`src/rtl/amm_cfg_pkg.sv`:
```
// amm_cfg_pkg: shared sequencer states and register map of the key-pattern/enable control block
package amm_cfg_pkg;

    typedef enum logic [2:0] {
        ST_IDLE,
        ST_WR_DIS,
        ST_WR_KEY,
        ST_WR_EN,
        ST_RD_REQ,
        ST_RD_WAIT,
        ST_DONE
    } state_e;

    localparam int CTRL_ADDR     = 0;
    localparam int KEY_BASE_ADDR = 1;
    localparam int ENABLE_BIT    = 0;

endpackage

```
`src/rtl/amm_cfg_master_if.sv`:
```
// avalon_mm_if: Avalon-MM command/response bundle between the config master and the control register slave
interface avalon_mm_if #(
    parameter int ADDR_W = 4,
    parameter int DATA_W = 32
);

    logic [ADDR_W-1:0] address;
    logic              write;
    logic              read;
    logic [DATA_W-1:0] writedata;
    logic              waitrequest;
    logic [DATA_W-1:0] readdata;
    logic              readdatavalid;

    modport master (
        output address, write, read, writedata,
        input  waitrequest, readdata, readdatavalid
    );

    modport slave (
        input  address, write, read, writedata,
        output waitrequest, readdata, readdatavalid
    );

endinterface

```
`src/rtl/amm_wr_rd_port.sv`:
```
// amm_wr_rd_port: presents the sequencer's registered command on the bus and reports its acceptance/response.
// Read tracking and the read timeout exist only when AMM_CFG_READBACK_EN is defined.
module amm_wr_rd_port #(
    parameter int REG_WIDTH  = 32,
    parameter int REG_DEPTH  = 4,
    parameter int RD_TIMEOUT = 16
) (
    input  logic                 clk_i,
    input  logic                 srst_i,
    avalon_mm_if.master          bus,
    input  logic                 wr_i,
    input  logic                 rd_i,
    input  logic [REG_DEPTH-1:0] addr_i,
    input  logic [REG_WIDTH-1:0] wdata_i,
    output logic                 acc_o,
    output logic                 rvalid_o,
    output logic                 timeout_o,
    output logic [REG_WIDTH-1:0] rdata_o
);

    assign bus.address   = addr_i;
    assign bus.write     = wr_i;
    assign bus.read      = rd_i;
    assign bus.writedata = wdata_i;
    assign acc_o         = (wr_i | rd_i) & ~bus.waitrequest;
    assign rdata_o       = bus.readdata;

`ifdef AMM_CFG_READBACK_EN
    localparam int CNT_W = $clog2(RD_TIMEOUT) + 1;

    logic             pend_q;
    logic [CNT_W-1:0] cnt_q;

    // Timeout fires on the last cycle a response may still arrive, so the error lands RD_TIMEOUT cycles after acceptance
    assign rvalid_o  = pend_q & bus.readdatavalid;
    assign timeout_o = pend_q & ~bus.readdatavalid & (cnt_q == CNT_W'(RD_TIMEOUT - 2));

    // Single outstanding read: opened on acceptance, closed by data or timeout
    always_ff @(posedge clk_i) begin
        if (srst_i) begin
            pend_q <= 1'b0;
            cnt_q  <= '0;
        end else if (rd_i && acc_o) begin
            pend_q <= 1'b1;
            cnt_q  <= '0;
        end else if (pend_q && (bus.readdatavalid || timeout_o)) begin
            pend_q <= 1'b0;
        end else if (pend_q) begin
            cnt_q  <= cnt_q + CNT_W'(1);
        end
    end
`else
    logic unused_rd;

    assign rvalid_o  = 1'b0;
    assign timeout_o = 1'b0;
    assign unused_rd = ^{clk_i, srst_i, bus.readdatavalid, 1'(RD_TIMEOUT)};
`endif

endmodule

```
`src/rtl/amm_cfg_master.sv`:
```
// amm_cfg_master: programs the key-pattern/enable registers (disable, PAT_WIDTH key words, enable).
// Optional readback verification of every written register is enabled by AMM_CFG_READBACK_EN.
module amm_cfg_master
    import amm_cfg_pkg::*;
#(
    parameter int REG_WIDTH  = 32,
    parameter int REG_DEPTH  = 4,
    parameter int PAT_WIDTH  = REG_DEPTH - 1,
    parameter int PAT_SIZE   = PAT_WIDTH * REG_WIDTH,
    parameter int RD_TIMEOUT = 16
) (
    input  logic                clk_i,
    input  logic                srst_i,
    input  logic                start_i,
    input  logic [0:PAT_SIZE-1] pattern_i,
    input  logic                enable_i,
    avalon_mm_if.master         amm_master_if,
    output logic                busy_o,
    output logic                done_o,
    output logic                error_o
);

    localparam int IDX_W = $clog2(REG_DEPTH) + 1;

    state_e                 state_q;
    logic [IDX_W-1:0]       idx_q;
    logic [REG_DEPTH-1:0]   addr_q;
    logic                   wr_q;
    logic [REG_WIDTH-1:0]   wdata_q;
    logic [0:PAT_SIZE-1]    pat_q;
    logic                   en_q;
    logic                   busy_q;
    logic                   done_q;
    logic                   err_q;
    logic                   rd;
    logic                   acc;
    logic                   rvalid;
    logic                   timeout;
    logic [REG_WIDTH-1:0]   rdata;
    logic [IDX_W-1:0]       idx_nxt;
    logic [REG_WIDTH-1:0]   word_w [2**IDX_W];

    assign idx_nxt = idx_q + IDX_W'(1);

    // Register image indexed by address: 0 is the enable word, 1..PAT_WIDTH the key words (first key = leading pattern bits)
    for (genvar g = 0; g < 2**IDX_W; g++) begin : g_word
        if (g == CTRL_ADDR) begin : g_ctrl
            assign word_w[g] = REG_WIDTH'(en_q) << ENABLE_BIT;
        end else if (g <= PAT_WIDTH) begin : g_key
            assign word_w[g] = pat_q[(g-1)*REG_WIDTH +: REG_WIDTH];
        end else begin : g_none
            assign word_w[g] = '0;
        end
    end

`ifdef AMM_CFG_READBACK_EN
    logic rd_q;
    assign rd = rd_q;
`else
    logic unused_rd;
    assign rd        = 1'b0;
    assign unused_rd = ^{rvalid, timeout, rdata};
`endif

    amm_wr_rd_port #(
        .REG_WIDTH (REG_WIDTH),
        .REG_DEPTH (REG_DEPTH),
        .RD_TIMEOUT(RD_TIMEOUT)
    ) u_port (
        .clk_i    (clk_i),
        .srst_i   (srst_i),
        .bus      (amm_master_if),
        .wr_i     (wr_q),
        .rd_i     (rd),
        .addr_i   (addr_q),
        .wdata_i  (wdata_q),
        .acc_o    (acc),
        .rvalid_o (rvalid),
        .timeout_o(timeout),
        .rdata_o  (rdata)
    );

    // Sequencer: each accepted command loads the next command into the bus registers at the same edge
    always_ff @(posedge clk_i) begin
        if (srst_i) begin
            state_q <= ST_IDLE;
            idx_q   <= '0;
            addr_q  <= '0;
            wr_q    <= 1'b0;
`ifdef AMM_CFG_READBACK_EN
            rd_q    <= 1'b0;
`endif
            wdata_q <= '0;
            pat_q   <= '0;
            en_q    <= 1'b0;
            busy_q  <= 1'b0;
            done_q  <= 1'b0;
            err_q   <= 1'b0;
        end else begin
            done_q <= 1'b0;
            err_q  <= 1'b0;
            case (state_q)
                ST_IDLE: if (start_i) begin
                    pat_q   <= pattern_i;
                    en_q    <= enable_i;
                    busy_q  <= 1'b1;
                    wr_q    <= 1'b1;
                    addr_q  <= REG_DEPTH'(CTRL_ADDR);
                    wdata_q <= '0;
                    state_q <= ST_WR_DIS;
                end
                ST_WR_DIS: if (acc) begin
                    idx_q   <= IDX_W'(KEY_BASE_ADDR);
                    addr_q  <= REG_DEPTH'(KEY_BASE_ADDR);
                    wdata_q <= word_w[KEY_BASE_ADDR];
                    state_q <= ST_WR_KEY;
                end
                ST_WR_KEY: if (acc) begin
                    if (idx_q == IDX_W'(PAT_WIDTH)) begin
                        addr_q  <= REG_DEPTH'(CTRL_ADDR);
                        wdata_q <= word_w[CTRL_ADDR];
                        state_q <= ST_WR_EN;
                    end else begin
                        idx_q   <= idx_nxt;
                        addr_q  <= REG_DEPTH'(idx_nxt);
                        wdata_q <= word_w[idx_nxt];
                    end
                end
                ST_WR_EN: if (acc) begin
                    wr_q    <= 1'b0;
`ifdef AMM_CFG_READBACK_EN
                    idx_q   <= IDX_W'(CTRL_ADDR);
                    addr_q  <= REG_DEPTH'(CTRL_ADDR);
                    rd_q    <= 1'b1;
                    state_q <= ST_RD_REQ;
`else
                    busy_q  <= 1'b0;
                    done_q  <= 1'b1;
                    state_q <= ST_DONE;
`endif
                end
`ifdef AMM_CFG_READBACK_EN
                ST_RD_REQ: if (acc) begin
                    rd_q    <= 1'b0;
                    state_q <= ST_RD_WAIT;
                end
                ST_RD_WAIT: begin
                    if (timeout || (rvalid && rdata != word_w[idx_q])) begin
                        busy_q  <= 1'b0;
                        err_q   <= 1'b1;
                        state_q <= ST_IDLE;
                    end else if (rvalid && idx_q == IDX_W'(PAT_WIDTH)) begin
                        busy_q  <= 1'b0;
                        done_q  <= 1'b1;
                        state_q <= ST_DONE;
                    end else if (rvalid) begin
                        idx_q   <= idx_nxt;
                        addr_q  <= REG_DEPTH'(idx_nxt);
                        rd_q    <= 1'b1;
                        state_q <= ST_RD_REQ;
                    end
                end
`endif
                ST_DONE: state_q <= ST_IDLE;
                default: state_q <= ST_IDLE;
            endcase
        end
    end

    assign busy_o  = busy_q;
    assign done_o  = done_q;
    assign error_o = err_q;

endmodule

```
`src/flat_wrapper.sv`:
```
// flat-port wrapper written by rule: the top's interface ports become plain ports
module amm_cfg_master_flat import amm_cfg_pkg::*;
#(
    parameter int REG_WIDTH  = 32,
    parameter int REG_DEPTH  = 4,
    parameter int PAT_WIDTH  = REG_DEPTH - 1,
    parameter int PAT_SIZE   = PAT_WIDTH * REG_WIDTH,
    parameter int RD_TIMEOUT = 16
)
  (clk_i, srst_i, start_i, pattern_i, enable_i, busy_o, done_o, error_o, amm_master_if_address, amm_master_if_write, amm_master_if_read, amm_master_if_writedata, amm_master_if_waitrequest, amm_master_if_readdata, amm_master_if_readdatavalid);
  avalon_mm_if #(.ADDR_W((4)), .DATA_W((32))) amm_master_if_i ();
  input  logic clk_i;
  input  logic srst_i;
  input  logic start_i;
  input  logic [0:PAT_SIZE-1] pattern_i;
  input  logic enable_i;
  output logic busy_o;
  output logic done_o;
  output logic error_o;
  output wire logic [$bits(amm_master_if_i.address)-1:0] amm_master_if_address;
  output wire logic [$bits(amm_master_if_i.write)-1:0] amm_master_if_write;
  output wire logic [$bits(amm_master_if_i.read)-1:0] amm_master_if_read;
  output wire logic [$bits(amm_master_if_i.writedata)-1:0] amm_master_if_writedata;
  input wire logic [$bits(amm_master_if_i.waitrequest)-1:0] amm_master_if_waitrequest;
  input wire logic [$bits(amm_master_if_i.readdata)-1:0] amm_master_if_readdata;
  input wire logic [$bits(amm_master_if_i.readdatavalid)-1:0] amm_master_if_readdatavalid;
  assign amm_master_if_address = amm_master_if_i.address;
  assign amm_master_if_write = amm_master_if_i.write;
  assign amm_master_if_read = amm_master_if_i.read;
  assign amm_master_if_writedata = amm_master_if_i.writedata;
  assign amm_master_if_i.waitrequest = amm_master_if_waitrequest;
  assign amm_master_if_i.readdata = amm_master_if_readdata;
  assign amm_master_if_i.readdatavalid = amm_master_if_readdatavalid;
  amm_cfg_master #(.REG_WIDTH(REG_WIDTH), .REG_DEPTH(REG_DEPTH), .PAT_WIDTH(PAT_WIDTH), .PAT_SIZE(PAT_SIZE), .RD_TIMEOUT(RD_TIMEOUT)) u_core (.clk_i(clk_i), .srst_i(srst_i), .start_i(start_i), .pattern_i(pattern_i), .enable_i(enable_i), .amm_master_if(amm_master_if_i), .busy_o(busy_o), .done_o(done_o), .error_o(error_o));
endmodule
```
`config.mk`:
```
export PLATFORM = sky130hd
export DESIGN_NAME = amm_cfg_master_flat
export DESIGN_NICKNAME = d
export VERILOG_FILES = /design/src/rtl/amm_cfg_pkg.sv /design/src/rtl/amm_cfg_master_if.sv /design/src/rtl/amm_wr_rd_port.sv /design/src/rtl/amm_cfg_master.sv /design/src/flat_wrapper.sv
export SDC_FILE = /design/constraint.sdc
export NUM_CORES = 1
export LEC_CHECK = 0
export CAP_MARGIN = 20
export CELL_PAD_IN_SITES_DETAIL_PLACEMENT = 0
export CELL_PAD_IN_SITES_GLOBAL_PLACEMENT = 2
export CORE_AREA = 2 2 144 146
export CTS_BUF_LIST = sky130_fd_sc_hd__clkbuf_4
export CTS_CLUSTER_SIZE = 10
export DETAILED_ROUTE_END_ITERATION = 12
export DIE_AREA = 0 0 146 148
export GPL_TIMING_DRIVEN = 1
export PLACE_DENSITY_LB_ADDON = 0.1
export SYNTH_ARGS = -nofsm -noshare
export SYNTH_HDL_FRONTEND = slang
export SYNTH_SLANG_ARGS = --single-unit
```
`constraint.sdc`:
```
create_clock -name clk_i -period 4.1 [get_ports clk_i]
set_input_delay 0.82 -clock clk_i [delete_from_list [all_inputs] [get_ports clk_i]]
set_output_delay 0.82 -clock clk_i [all_outputs]
set_load 0.01 [all_outputs]
```
==> results of run 1 <==
[cell usage after synthesis, types with 3 or more instances]
| cell type | count | area, sq um |
|---|---|---|
| nand2_1 | 199 | 747.0 |
| dfxtp_1 | 140 | 2803 |
| a21oi_1 | 127 | 635.6 |
| a22oi_1 | 32 | 240.2 |
| mux2_2 | 31 | 349.1 |
| clkbuf_1 | 28 | 105.1 |
| inv_1 | 24 | 90.09 |
| buf_2 | 20 | 100.1 |
| o32ai_1 | 19 | 166.4 |
| a221o_1 | 12 | 120.1 |
| buf_4 | 10 | 75.07 |
| nor3_2 | 9 | 90.09 |
| nor3_1 | 6 | 30.03 |
| buf_6 | 4 | 45.04 |
| a21o_1 | 3 | 22.52 |
| a311oi_1 | 3 | 26.28 |
| and2_1 | 3 | 18.77 |
| ha_1 | 3 | 37.54 |
| nor2b_1 | 3 | 18.77 |
| nor3b_2 | 3 | 37.54 |
| o21ai_0 | 3 | 15.01 |
[routing by layer]
layer / track usage / vias to the layer above
li1: - / 2646
met1: 0.2239 / 2486
met2: 0.2767 / 152
met3: 0.04259 / 18
met4: 0.04854 / 2
met5: 0 / -
[worst min-delay path, delay by kind of cell, from the launching register on]
family / cells / cell delay [ns]
AND/OR/NAND/NOR: 1 / 0.05
flip-flops: 1 / 0.33
AO/OA/AOI/OAI: 1 / 0.05
[final cells by class]
| class | count | area share |
|---|---|---|
| multi-input cells | 477 | 0.3552 |
| clock inverters | 13 | 0.02530 |
| repair buffers | 150 | 0.1880 |
| inverters | 24 | 0.01153 |
| well taps | 270 | 0.04324 |
| clock buffers | 18 | 0.01730 |
| diodes | 2 | 0.0006406 |
| flip-flops and latches | 140 | 0.3587 |
[placed cells by master (no fill, tap or decap), drive strengths merged, types with 12 or more instances in the layout]
cell	instances
nand2	199
dfxtp	140
clkdlybuf4s50	137
a21oi	127
a22oi	32
mux2	31
inv	25
o32ai	19
clkbuf	18
nor3	15
buf	13
a221o	12
[per-stage QoR]
stage / hold WS (ns) / std cells
after detailed placement: 0.4453 / 1061
final: 0.4619 / 1094
after floorplan: 0.4329 / 703
after global placement: 0.4384 / 1061
after global routing: 0.4859 / 1094
after CTS: 0.4648 / 1092
[logic make-up after synthesis]
logic type / count (synthesis)
AND/OR/NAND/NOR: 234
AO/OA/AOI/OAI: 204
flip-flops: 140
buffers and inverters: 86
multiplexers: 32
adder cells (fa/ha/maj): 3
other: 1
XOR/XNOR: 1
[path summary, 6_finish.rpt]
| kind | end | from | slack (ns) |
|---|---|---|---|
| worst min-delay path | u_core.pat_q[50] | u_core.pat_q[50] | 0.46 |
| worst min register to register | u_core.pat_q[50] | u_core.pat_q[50] | 0.46 |
| worst max-delay path | u_core.wdata_q[16] | u_core.idx_q[0] | 1.13 |
| worst max register to register | u_core.wdata_q[16] | u_core.idx_q[0] | 1.13 |
[registers in the layout, summed over array words and instances, names as in the netlist]
| register | count |
|---|---|
| u_core.pat_q | 96 |
| u_core.wr_q | 1 |
| u_core.addr_q | 3 |
| u_core.state_q | 3 |
| u_core.done_o | 1 |
| u_core.idx_q | 3 |
| u_core.en_q | 1 |
| u_core.wdata_q | 32 |
[power groups by stage]
stage                     registers, mW  logic, mW  clock network (mW)
after floorplan                    1.49      0.254                   0
after detailed placement           1.51      0.418                   0
after global routing               1.48      0.460                1.15
after CTS                          1.47      0.419                1.10
after global placement             1.50      0.412                   0
final                              1.47      0.412                1.05
==> impl_metrics.py, run 1 <==
metrics = {
    "outcome": {
        "status": "complete, no violations",
    },
    "sta": {
        "worstMarginPinSlew_ns": 1.062,
        "min_period_ns": 2.969,
        "hold_viol_final": 0,
        "slew_violations": 0,
        "period_share": 0.7242,
        "slew_headroom": 0.2917,
        "rsz0062_at_grt": "no",
        "setup_viol": 0,
        "fin_skew_ns": 0.01868,
        "fin_setup_tns_ns": 0,
        "worst_slack_ns": 1.131,
        "max_clock_freq_ghz": 0.3368,
    },
    "final_layout": {
        "fin_area_sq_mm": 0.007812,
        "seq_area_sq_mm": 0.002803,
        "fill_cells": 2149,
        "final_core_util": 0.3899,
        "layout.nets": 947,
        "drive_gt1_frac": 0.1156,
        "multiInputGateArea_sq_mm": 0.002775,
        "syn2layout_area_growth_pct": 31.12,
    },
    "setup_path": {
        "r2r_cells": 5,
        "critPathMaxStageDelay_ns": 0.96,
        "crit_slowest_cell": "o21bai_2",
        "worstPathArrival_ns": 3.40,
        "critPathRequiredTime_ns": 4.54,
        "critPathBufInv": 1,
        "path_max_fanout": 35,
        "crit_cells": 5,
        "end_kind": "flop",
        "cp-start-kind": "flop",
        "crit_family": "compound AO/OA/AOI/OAI gates",
        "path_cells": "buf_4 > ha_2 > o21bai_2 > a22oi_1 > o32ai_1",
        "crit_type": "reg -> reg",
    },
    "die": {
        "num_rows": 52,
        "die_area_sq_mm": 0.02161,
        "core_sq_mm": 0.02004,
        "die_y_um": 148,
        "die_w_um": 146,
        "start_util": 0.2973,
        "io_pins": 175,
    },
    "grt": {
        "grt_pass1_vias": 5370,
        "grt_pass1_wl_um": 28790,
        "globalRouteOverflowTotal": 0,
        "grt_max_degree": 71,
        "grt_antenna_before_repair": 2,
        "gr-usage-all-layers": 0.1698,
    },
    "power_and_ir_drop": {
        "p_sw_frac": 0.2626,
        "power_frac_seq": 0.502,
        "p_int_mw": 2.168,
        "leakagePower_nw": 2.701,
        "netSwitchingPower_mw": 0.7721,
        "p_comb_frac": 0.140,
        "irDropWorstVdd_uv": 173.2,
        "finalPower_mw": 2.940,
        "p_clk_frac": 0.358,
        "powerDensity_mw_per_mm2": 376.4,
    },
    "logic_synthesis": {
        "synth_top_family_by_area": "compound AO/OA/AOI/OAI gates",
        "yosysWarnings": 0,
        "syn_area_sq_mm": 0.005958,
        "async_flop_share": 0,
        "synth.yosys.seq_area_share": 0.4704,
        "synth.mux.area_fraction": 0.06237,
        "synthXorXnorAreaFrac": 0.002730,
        "yosys.area_share.adder": 0.006300,
        "synth_area_per_cell_sq_um": 8.500,
        "synth-edff-count": 0,
        "ys.flop_type": "dfxtp_1",
        "synthSimpleGateAreaFrac": 0.1743,
        "synth-compound-area-share": 0.2136,
        "synth.distinct_cells": 39,
        "synthCells": 701,
        "ys_ff_latch": 140,
    },
    "clock_tree": {
        "clk-insertion-delay-late_ns": 0.53,
        "cts_resized": 0,
        "cts-root-buf": "clkbuf_4",
        "clk_path_buf_depth": 2,
        "clk_pin_slew_ns": 0.12,
        "h-tree-depth": 4,
        "cts_tree": "done",
        "cts_buffers": 17,
        "cts_setup_buffers": 0,
        "cts_num_sinks": 140,
        "postCtsHoldBufs": 0,
    },
    "min_path": {
        "min_path_type": "reg -> reg",
        "holdPathStages": 2,
    },
    "placed_design": {
        "dp_hpwl_um": 11640,
        "place.gp.congestion": 0.7467,
        "io_buffer_count": 138,
        "placed_cell_area_sq_mm": 0.007475,
        "pre_cts_slack_ns": 1.049,
    },
    "detailed_routing": {
        "first_pass_iters": 5,
        "highest_layer": "met5",
        "wl_met1_um": 8533,
        "drc": 0,
        "met3_wirelength_um": 995,
        "vias": 5304,
        "wirelength_um": 17990,
        "routed_via_density": 4.848,
        "drt-initial-drc-count": 269,
        "wl_met2_um": 8234,
        "avgRoutedWirePerCell_um": 16.44,
        "antenna_left": 0,
    },
    "flow_run": {
        "max-cap-violations": 0,
    },
}
(Power assumes the default switching activity.)
==> run 2, diff against run 1 <==
--- a/config.mk
+++ b/config.mk
@@ -8,11 +8,11 @@
 export CAP_MARGIN = 20
 export CELL_PAD_IN_SITES_DETAIL_PLACEMENT = 0
 export CELL_PAD_IN_SITES_GLOBAL_PLACEMENT = 2
-export CORE_AREA = 2 2 144 146
+export CORE_AREA = 2 2 158 160
 export CTS_BUF_LIST = sky130_fd_sc_hd__clkbuf_4
 export CTS_CLUSTER_SIZE = 10
 export DETAILED_ROUTE_END_ITERATION = 12
-export DIE_AREA = 0 0 146 148
+export DIE_AREA = 0 0 160 162
 export GPL_TIMING_DRIVEN = 1
 export PLACE_DENSITY_LB_ADDON = 0.1
 export SYNTH_ARGS = -nofsm -noshare
==> constraint.sdc (replaced) <==
create_clock -name clk_i -period 2.7 [get_ports clk_i]
set_input_delay 0.54 -clock clk_i [delete_from_list [all_inputs] [get_ports clk_i]]
set_output_delay 0.54 -clock clk_i [all_outputs]
set_load 0.01 [all_outputs]
==> impl_metrics.py, run 2 (synthesized netlist as in run 1, its figures left out) <==
metrics = {
    "outcome": {
        "status": "complete, no violations",
    },
    "sta": {
        "min_period_ns": 2.202,
        "slew_violations": 0,
        "max_clock_freq_ghz": 0.4541,
        "period_share": 0.8156,
        "rsz0062_at_grt": "no",
        "hold_viol_final": 0,
        "worstMarginPinSlew_ns": 0.6866,
        "slew_headroom": 0.5403,
        "setup_viol": 0,
        "fin_setup_tns_ns": 0,
        "fin_skew_ns": 0.01665,
    },
    "grt": {
        "gr-usage-all-layers": 0.1465,
        "grt_pass1_wl_um": 29720,
        "grt_pass1_vias": 5408,
        "globalRouteOverflowTotal": 0,
        "grt_antenna_before_repair": 2,
        "grt_max_degree": 112,
    },
    "die": {
        "die_w_um": 160,
        "start_util": 0.2472,
        "core_sq_mm": 0.02411,
        "io_pins": 175,
        "die_y_um": 162,
        "num_rows": 57,
        "die_area_sq_mm": 0.02592,
    },
    "detailed_routing": {
        "drt-initial-drc-count": 328,
        "vias": 5319,
        "avgRoutedWirePerCell_um": 16.39,
        "routed_via_density": 4.605,
        "drc": 0,
        "antenna_left": 0,
        "wirelength_um": 18930,
        "first_pass_iters": 4,
    },
    "clock_tree": {
        "cts_resized": 0,
        "cts_buffers": 17,
        "cts_setup_buffers": 0,
        "postCtsHoldBufs": 0,
        "clk-insertion-delay-late_ns": 0.50,
        "clk_pin_slew_ns": 0.12,
        "cts-root-buf": "clkbuf_4",
        "cts_tree": "done",
        "clk_path_buf_depth": 2,
        "cts_num_sinks": 140,
        "h-tree-depth": 4,
    },
    "final_layout": {
        "layout.nets": 955,
        "fill_cells": 2576,
        "mostFrequentLayoutCells": "nand2_1, dfxtp_1, clkdlybuf4s50_1",
        "drive_gt1_frac": 0.1241,
        "final_core_util": 0.3303,
        "final_common_cell": "nand2_1",
        "top_register": "u_core.pat_q",
        "largest_register_ffs": 96,
        "fin_area_sq_mm": 0.007961,
        "top_regs": "u_core.pat_q (96), u_core.wdata_q (32)",
        "syn2layout_area_growth_pct": 33.62,
    },
    "power_and_ir_drop": {
        "power_frac_seq": 0.520,
        "finalPower_mw": 4.306,
        "p_int_mw": 3.131,
        "powerDensity_mw_per_mm2": 540.8,
        "p_sw_frac": 0.2729,
        "leakagePower_nw": 2.734,
        "p_comb_frac": 0.154,
        "irDropWorstVdd_uv": 270.0,
        "p_clk_frac": 0.326,
        "netSwitchingPower_mw": 1.175,
    },
    "setup_path": {
        "worstPathArrival_ns": 2.60,
        "end_kind": "flop",
        "worstReg2RegEnd": "u_core.wdata_q[18]",
        "critPathRequiredTime_ns": 3.10,
        "path_max_fanout": 8,
        "r2r_cells": 6,
        "r2r_setup_slack_ns": 0.50,
        "crit_type": "reg -> reg",
        "r2r_start": "u_core.idx_q[0]",
        "cp-start-kind": "flop",
        "crit_end": "u_core.wdata_q[18]",
        "cp-startpoint": "u_core.idx_q[0]",
    },
    "placed_design": {
        "place.gp.congestion": 0.7323,
        "io_buffer_count": 138,
        "dp_hpwl_um": 12510,
        "placed_cell_area_sq_mm": 0.007657,
    },
    "min_path": {
        "min_path_type": "reg -> reg",
    },
    "flow_run": {
        "max-cap-violations": 0,
    },
}
## run 2: power groups by stage
stage	registers, mW	logic [mW]	clock network [mW]
after floorplan	2.26	0.386	0
after global placement	2.28	0.665	0
after detailed placement	2.29	0.673	0
after CTS	2.24	0.675	1.48
after global routing	2.26	0.736	1.57
final	2.24	0.663	1.40
## run 2: how the worst min path moves through the flow
| stage | from | to | cells after the start |
|---|---|---|---|
| 2_1_floorplan | u_core.pat_q[32] | u_core.pat_q[32] | 2 |
| 3_5_place_dp | u_core.pat_q[59] | u_core.pat_q[59] | 2 |
| 3_3_place_gp | u_core.pat_q[48] | u_core.pat_q[48] | 2 |
| 5_1_grt | u_core.pat_q[93] | u_core.pat_q[93] | 2 |
| 6_report | u_core.pat_q[59] | u_core.pat_q[59] | 2 |
| 4_1_cts | u_core.pat_q[59] | u_core.pat_q[59] | 2 |
## run 2: through the flow
stage               setup slack (ns)  hold WS [ns]  cells
global placement              0.3222        0.4401   1122
global route                  0.3413        0.4770   1155
finish                        0.4979        0.4584   1155
detailed placement            0.2801        0.4432   1122
floorplan                     0.8424        0.4329    703
CTS                           0.4341        0.4605   1153
## run 2: cell type report
type	instances	area (sq um)	area share
Antenna cell	1	2.502	0.0003143
Clock buffer	18	135.1	0.01697
Clock inverter	13	151.4	0.01902
Inverter	24	90.09	0.01132
Multi-Input combinational cell	477	2775	0.3486
Sequential cell	140	2803	0.3520
Tap cell	324	405.4	0.05092
Timing Repair Buffer	158	1599	0.2008
## run 2: worst max-delay path, cell delays in order (launching register included)
cell and delay, ns:
dfxtp_1 0.35, ha_2 0.20, ha_1 0.29, nor4b_4 0.67, buf_4 0.29, a21oi_1 0.06
o32ai_1 0.24
## run 2: metal layers
layer  wire length [um]  GRT usage
met5                 16          0
met4                117    0.02907
met3                827    0.04035
met2               8767     0.2432
met1               9196     0.1919
==> run 3, diff against run 2 <==
==> constraint.sdc (replaced) <==
create_clock -name clk_i -period 1.9 [get_ports clk_i]
set_input_delay 0.38 -clock clk_i [delete_from_list [all_inputs] [get_ports clk_i]]
set_output_delay 0.38 -clock clk_i [all_outputs]
set_load 0.01 [all_outputs]
==> impl_metrics.py, run 3 (synthesized netlist as in run 1, its figures left out) <==
metrics = {
    "die": {
        "io_pins": 175,
        "start_util": 0.2472,
        "core_sq_mm": 0.02411,
        "die_y_um": 162,
        "die_w_um": 160,
        "num_rows": 57,
        "die_area_sq_mm": 0.02592,
    },
    "clock_tree": {
        "cts_buffers": 17,
        "cts-root-buf": "clkbuf_4",
        "postCtsHoldBufs": 0,
        "cts_num_sinks": 140,
        "h-tree-depth": 4,
        "cts_tree": "done",
        "clk-insertion-delay-late_ns": 0.54,
        "clk_path_buf_depth": 2,
        "clk_pin_slew_ns": 0.13,
    },
    "setup_path": {
        "path_cells": "ha_2 > ha_1 > or4b_4 > nor3_1 > a221o_1",
        "cp-start-kind": "flop",
        "worstPathArrival_ns": 2.33,
        "crit_slowest_cell": "or4b_4",
        "critPathRequiredTime_ns": 2.38,
        "path_max_fanout": 12,
        "critPathBufInv": 0,
        "crit_family": "simple AND/OR/NAND/NOR gates",
        "end_kind": "flop",
        "crit_type": "reg -> reg",
        "critPathMaxStageDelay_ns": 0.61,
    },
    "final_layout": {
        "layout.nets": 974,
        "syn2layout_area_growth_pct": 38.51,
        "fill_cells": 2603,
        "top_register": "u_core.pat_q",
        "largest_register_ffs": 96,
        "seq_area_sq_mm": 0.002815,
        "top_regs": "u_core.pat_q (96), u_core.wdata_q (32)",
        "multiInputGateArea_sq_mm": 0.002776,
        "final_common_cell": "nand2_1",
        "drive_gt1_frac": 0.1576,
        "mostFrequentLayoutCells": "nand2_1, dfxtp_1, a21oi_1",
    },
    "placed_design": {
        "pre_cts_slack_ns": -0.1929,
        "place.gp.congestion": 0.7181,
        "io_buffer_count": 138,
        "dp_hpwl_um": 12810,
    },
    "sta": {
        "worstMarginPinSlew_ns": 0.6456,
        "worst_slack_ns": 0.05063,
        "period_share": 0.9734,
        "slew_violations": 0,
        "fin_skew_ns": 0.01247,
        "timing.hold.ws_ns": 0.3589,
        "min_period_ns": 1.849,
        "slew_headroom": 0.5696,
        "hold_viol_final": 0,
        "setup_viol": 0,
        "rsz0062_at_grt": "yes",
        "max_clock_freq_ghz": 0.5407,
    },
    "power_and_ir_drop": {
        "p_clk_frac": 0.343,
        "irDropWorstVdd_uv": 255.2,
        "p_int_mw": 4.639,
        "p_sw_frac": 0.2719,
        "leakagePower_nw": 3.197,
        "power_frac_seq": 0.499,
        "powerDensity_mw_per_mm2": 772.0,
        "p_comb_frac": 0.158,
        "netSwitchingPower_mw": 1.733,
    },
    "detailed_routing": {
        "routed_via_density": 4.556,
        "avgRoutedWirePerCell_um": 15.96,
        "wirelength_um": 18760,
        "drt-initial-drc-count": 233,
        "antenna_left": 0,
        "first_pass_iters": 5,
        "vias": 5358,
        "drc": 0,
    },
    "grt": {
        "grt_max_degree": 59,
        "gr-usage-all-layers": 0.1453,
        "grt_pass1_wl_um": 29680,
        "globalRouteOverflowTotal": 0,
        "grt_pass1_vias": 5564,
        "grt_antenna_before_repair": 2,
    },
    "outcome": {
        "status": "complete, no violations",
    },
    "flow_run": {
        "max-cap-violations": 0,
    },
    "min_path": {
        "min_path_type": "in -> reg",
    },
}
==> run 3: changes by cell type in the layout (fill, tap and decap cells not counted), moves of 3 or more <==
| cell | change |
|---|---|
| clkinv_4 | +3 |
| buf_4 | +12 |
| dfxtp_2 | +7 |
| dfxtp_1 | -8 |
| dlymetal6s2s_1 | +12 |
| clkdlybuf4s50_1 | -31 |
| dlygate4sd2_1 | +19 |
| buf_12 | +7 |
==> run 3: per-stage QoR <==
stage,setup TNS [ns],instance area (sq um),util,cells,power [mW]
3_5_place_dp,-9.631,7880,0.3269,1140,4.270
4_1_cts,0,8193,0.3399,1172,6.490
5_1_grt,-0.04452,8253,0.3424,1176,6.706
6_report,0,8253,0.3424,1176,6.372
2_1_floorplan,0,5966,-,703,3.763
3_3_place_gp,-11.50,7880,0.3269,1140,4.256
==> run 3: path summary, 6_finish.rpt <==
path | start | end | slack, ns | depth (start not counted)
hold / removal | srst_i | u_core.pat_q[26] | 0.36 | 3
setup reg to reg | u_core.idx_q[0] | u_core.wdata_q[19] | 0.05 | 5
hold reg to reg | u_core.pat_q[88] | u_core.pat_q[88] | 0.46 | 2
setup / recovery | u_core.idx_q[0] | u_core.wdata_q[19] | 0.05 | 5
==> run 3: power by group through the flow <==
stage / Sequential [mW] / Clock, mW / Combinational (mW)
2_1_floorplan: 3.22 / 0 / 0.548
3_3_place_gp: 3.24 / 0 / 1.02
3_5_place_dp: 3.25 / 0 / 1.02
4_1_cts: 3.18 / 2.29 / 1.02
5_1_grt: 3.20 / 2.39 / 1.11
6_report: 3.18 / 2.18 / 1.01
==> run 3: cell type report <==
class | count | share of cell area
clock inverters | 15 | 0.02395
repair buffers | 177 | 0.2220
diodes | 2 | 0.0006064
flip-flops and latches | 140 | 0.3411
inverters | 24 | 0.01137
multi-input cells | 477 | 0.3364
well taps | 324 | 0.04912
clock buffers | 17 | 0.01546
==> run 3: repair_timing <==
action,CTS,global route
buffers inserted,0,2
gates resized for setup,27,17
setup endpoints to repair,26,30
cloned,0,0
==> run 3: routing by layer <==
| layer | vias up | share of wire | global-route usage |
|---|---|---|---|
| met3 | 15 | 0.048 | 0.04035 |
| met5 | - | 0.00085 | 0 |
| met2 | 114 | 0.46 | 0.2391 |
| met1 | 2532 | 0.48 | 0.1883 |
| li1 | 2695 | - | - |
| met4 | 2 | 0.0098 | 0.03808 |
==> run 3: worst register-to-register path, stage by stage, from the launching register on <==
cell	delay [ns]
dfxtp_1	0.33
ha_2	0.19
ha_1	0.31
or4b_4	0.61
nor3_1	0.23
a221o_1	0.13
